File: config.mk
export PLATFORM = sky130hd
export DESIGN_NAME = syncupcnt_bcd2
export DESIGN_NICKNAME = d
export VERILOG_FILES = /design/src/rtl/syncupcnt_bcd2.sv
export SDC_FILE = /design/constraint.sdc
export NUM_CORES = 1
export LEC_CHECK = 0
export ABC_AREA = 0
export CAP_MARGIN = 20
export CORE_ASPECT_RATIO = 1.1
export CORE_MARGIN = 1
export CORE_UTILIZATION = 49
export DETAILED_ROUTE_END_ITERATION = 12
export PLACE_DENSITY = 0.78
export RECOVER_POWER = 25
export SLEW_MARGIN = 5
export SYNTH_ARGS = -nofsm -noshare
export SYNTH_HDL_FRONTEND = slang
export SYNTH_SLANG_ARGS = --single-unit
File: constraint.sdc
create_clock -name clk_counter -period 2.15 [get_ports clk_counter]
set_input_delay 0.43 -clock clk_counter [delete_from_list [all_inputs] [get_ports clk_counter]]
set_output_delay 0.43 -clock clk_counter [all_outputs]
set_load 0.01 [all_outputs]
File: src/rtl/syncupcnt_bcd2.sv
// Two-digit BCD up-counter (tens:ones) with a settable preset and a
// programmable terminal count that either wraps with a carry or saturates.
module syncupcnt_bcd2 #(
    parameter int unsigned MAX_TENS = 5,
    parameter int unsigned MAX_ONES = 9,
    parameter bit          WRAP     = 1'b1
) (
    input  logic       clk_counter,
    input  logic       reset,
    input  logic       en,
    input  logic       pause,
    input  logic       setting,
    input  logic       pb_set,
    input  logic       stop,
    output logic [3:0] q_ones,
    output logic [3:0] q_tens,
    output logic [3:0] preset_ones,
    output logic [3:0] preset_tens,
    output logic       carry_out,
    output logic       done
);

    localparam logic [3:0] LIM_T = 4'(MAX_TENS);
    localparam logic [3:0] LIM_O = 4'(MAX_ONES);

    typedef enum logic [1:0] {
        RUN,
        SET,
        HOLD,
        DONE
    } state_t;

    state_t     state_q, state_d;
    logic [3:0] ones_q, ones_d;
    logic [3:0] tens_q, tens_d;
    logic [3:0] pones_q, pones_d;
    logic [3:0] ptens_q, ptens_d;
    logic       carry_q, carry_d;
    logic       done_q, done_d;

    logic       at_lim;
    logic [3:0] inc_ones;
    logic [3:0] inc_tens;

    // The limit test comes first so a limit below x9 never lets ones run past it.
    always_comb begin
        at_lim   = (tens_q == LIM_T) && (ones_q == LIM_O);
        inc_ones = ones_q;
        inc_tens = tens_q;
        if (at_lim) begin
            inc_ones = 4'd0;
            inc_tens = 4'd0;
        end else if (ones_q == 4'd9) begin
            inc_ones = 4'd0;
            inc_tens = tens_q + 4'd1;
        end else begin
            inc_ones = ones_q + 4'd1;
        end
    end

    always_comb begin
        state_d = state_q;
        ones_d  = ones_q;
        tens_d  = tens_q;
        pones_d = pones_q;
        ptens_d = ptens_q;
        carry_d = 1'b0;
        done_d  = done_q;
        if (setting) begin
            state_d = SET;
            done_d  = 1'b0;
            if (pb_set) begin
                ones_d  = inc_ones;
                tens_d  = inc_tens;
                pones_d = inc_ones;
                ptens_d = inc_tens;
            end
        end else if (stop) begin
            state_d = HOLD;
            done_d  = 1'b0;
            ones_d  = pones_q;
            tens_d  = ptens_q;
        end else if (state_q == DONE) begin
            done_d = 1'b1;
        end else begin
            state_d = RUN;
            if (en && !pause) begin
                if (at_lim && !WRAP) begin
                    state_d = DONE;
                    done_d  = 1'b1;
                end else begin
                    ones_d  = inc_ones;
                    tens_d  = inc_tens;
                    carry_d = at_lim;
                end
            end
        end
    end

    always_ff @(posedge clk_counter or negedge reset) begin
        if (!reset) begin
            state_q <= RUN;
            ones_q  <= 4'd0;
            tens_q  <= 4'd0;
            pones_q <= 4'd0;
            ptens_q <= 4'd0;
            carry_q <= 1'b0;
            done_q  <= 1'b0;
        end else begin
            state_q <= state_d;
            ones_q  <= ones_d;
            tens_q  <= tens_d;
            pones_q <= pones_d;
            ptens_q <= ptens_d;
            carry_q <= carry_d;
            done_q  <= done_d;
        end
    end

    assign q_ones      = ones_q;
    assign q_tens      = tens_q;
    assign preset_ones = pones_q;
    assign preset_tens = ptens_q;
    assign carry_out   = carry_q;
    assign done        = done_q;

endmodule
==> results.cfg <==
[status]
status = complete, no violations

[place]
gp_congestion = 0.858
place_hpwl_um = 1820
portBuffers = 24

[logic_synthesis]
yosysWarningCount = 0
avgSynthCellArea_um2 = 9.73
synth-seq-cells = 20
async_flop_share_pct = 100
syn_area_mm2 = 0.00114
synth_area_leaders = dfrtp_1 (44%), ha_1 (4.4%), o21ai_0 (4.4%)
synth.most_common_cell = dfrtp_1
netlist_instances = 117
yosysTopAreaCellShare_pct = 44.0
synth-edff-count = 0
syn-num-nets = 128
yosys.area.top_type = dfrtp_1
seq_area_frac_synth_pct = 44.0
synth_flop_cell = dfrtp_1
ys_types = 36
synth_common_cells = dfrtp_1 (20), nand2_1 (12), o21ai_0 (10), a21oi_1 (9), nor2_1 (7)

[setup_path]
cp_slowest_cell = dfrtp_1
crit_family = simple AND/OR/NAND/NOR gates
cp.required_ns = 2.35
worstPathBufferInverterCount = 1
worstPathCellList = inv_1, ha_1, and3b_1, nand4_4, a211o_1, a22o_1
critical_path.endpoint_type = register
r2r-start = q_ones[1]
path_class = register to register
crit_fanout = 9
slowest_delay_ns = 0.43
arrival_ns = 2.12
startpoint = q_ones[1]
start_kind = register

[drt]
drcViolationCount = 0
first_pass_iters = 5
viasPerCell = 5.64
avgRoutedWirePerCell_um = 14.5
drt-initial-drc-count = 17
routed_wl_um = 2470
ant_nets = 0
vias = 959

[clock_network]
clock_path_buffers = 2
insertion_delay_ns = 0.30
post_cts_buffers = 0
cts-buffers-inserted = 3
cts_tree = done
path_clk_slew_ns = 0.11
cts.sinks = 20
cts_resized = 0
clockRootBuffer = clkbuf_4
htreeDepth = 1
cts_hold_buf = 0

[timing]
final.min_clock_period_ns = 1.92
setup_viol = 0
rsz0062_at_grt = no
max_clock_freq_mhz = 521
worst-slew-pin-transition_ns = 1.06
hold_viol = 0
finalCritPeriodShare_pct = 89.3
tns_ns = 0
drv_slew = 0
timing.slew.headroom_pct = 29.3
fin_worst_skew_ns = 0.00121

[global_routing]
grt_pass1_wl_um = 4020
use_met2_pct = 36.5
antenna_found_initial = 0
grt_overflow_total = 0
grt_max_degree = 21
met1_usage_pct = 30.8
globalRouteTotalUtil_pct = 23.1
gr-max-usage-layer = met2
grtUsageMet3_pct = 3.45
grt_pass1_vias = 892

[cells_and_area]
num_antenna_cells = 0
syn2layout_area_growth_pct = 25.1
fin_nets = 155
layout-drive-gt1-share_pct = 8.45

[die]
dieArea_mm2 = 0.00252
die_h_um = 52.6
initial_core_util_pct = 54.1
boundaryPins = 25
core_area_mm2 = 0.00211
fp-row-count = 17
die_x_um = 48.0

[min_path]
min-delay-start = preset_tens[1]
hp-class = register to register

[power]
power_uw = 1610
p_leak_uw = 0.000601
p_per_area_mw_per_mm2 = 1130
ir_worst_vdd_mv = 0.698

[flow_run]
drv_cap = 0
[worst min-delay path, stage by stage, from the launching register on]
cell and delay (ns):
dfrtp_1 0.38, nand2_1 0.05, o21ai_0 0.06
[final timing paths]
check | endpoint | slack [ns] | depth (start not counted)
max | q_tens[3] | 0.23 | 6
min | preset_tens[1] | 0.52 | 2
max reg2reg | q_tens[3] | 0.23 | 6
min reg2reg | preset_tens[1] | 0.52 | 2
max in group asynchronous | preset_ones[1] | 0.70 | 2
min in group asynchronous | preset_ones[0] | 0.82 | 2
[placed cells by master (no fill, tap or decap), types with 2 or more instances in the layout]
cell	synthesis	layout
o22ai_1	2	2
nor2_1	7	7
nor3_1	5	5
nand2_1	12	12
inv_1	5	5
o31ai_1	5	5
o21ai_0	10	10
dfrtp_1	20	20
ha_1	4	4
xnor2_1	2	2
clkdlybuf4s50_1	0	23
a22oi_1	2	2
mux2i_1	3	3
buf_4	0	4
a21oi_1	9	9
a211oi_1	2	2
clkbuf_4	0	3
nand3b_1	2	2
nor2b_1	3	3
[metrics by stage]
step / std cells / area [um2] / util (%) / hold WS, ns / worst slack (ns)
global placement: 167 / 1410 / 66.7 / 0.494 / 0.108
global route: 170 / 1420 / 67.6 / 0.564 / 0.0658
finish: 170 / 1420 / 67.6 / 0.522 / 0.230
detailed placement: 167 / 1410 / 66.7 / 0.498 / 0.0258
floorplan: 117 / 1140 / - / 0.134 / 0.482
CTS: 170 / 1430 / 67.8 / 0.459 / 0.225
[routing by layer]
layer  share of wire, %  vias up
met2                 49       17
met1                 47      459
met4                1.3        0
met5                  0        -
li1                   -      479
met3                2.6        4
[cell families (layout without fill, tap and decap cells)]
| family | after synthesis | in the layout | share of synthesized area (%) |
|---|---|---|---|
| AO/OA/AOI/OAI | 37 | 37 | 22.2 |
| AND/OR/NAND/NOR | 38 | 38 | 18.6 |
| adder cells (fa/ha/maj) | 4 | 4 | 4.40 |
| buffers and inverters | 12 | 37 | 5.71 |
| flip-flops | 20 | 20 | 44.0 |
| multiplexers | 4 | 4 | 3.63 |
| XOR/XNOR | 2 | 2 | 1.54 |
[power by group]
group | internal (uW) | total [uW] | switching, uW | leakage, uW
clock | 65.4 | 182 | 116 | 0.0000138
sequential | 504 | 673 | 170 | 0.000254
combinational | 422 | 755 | 333 | 0.000333
total | 991 | 1610 | 619 | 0.000601
[flip-flops by register name, summed over array words and instances, names as in the netlist]
name and flops:
preset_ones 4, carry_out 1, done 1, state_q 2
q_ones 4, preset_tens 4, q_tens 4
[layout make-up]
type	count	area [um2]
fillers	173	682
multi-input cells	85	573
flip-flops and latches	20	500
repair buffers	29	274
well taps	28	35.0
clock buffers	3	22.5
inverters	5	18.8
Power figures use the tool's default switching activity.
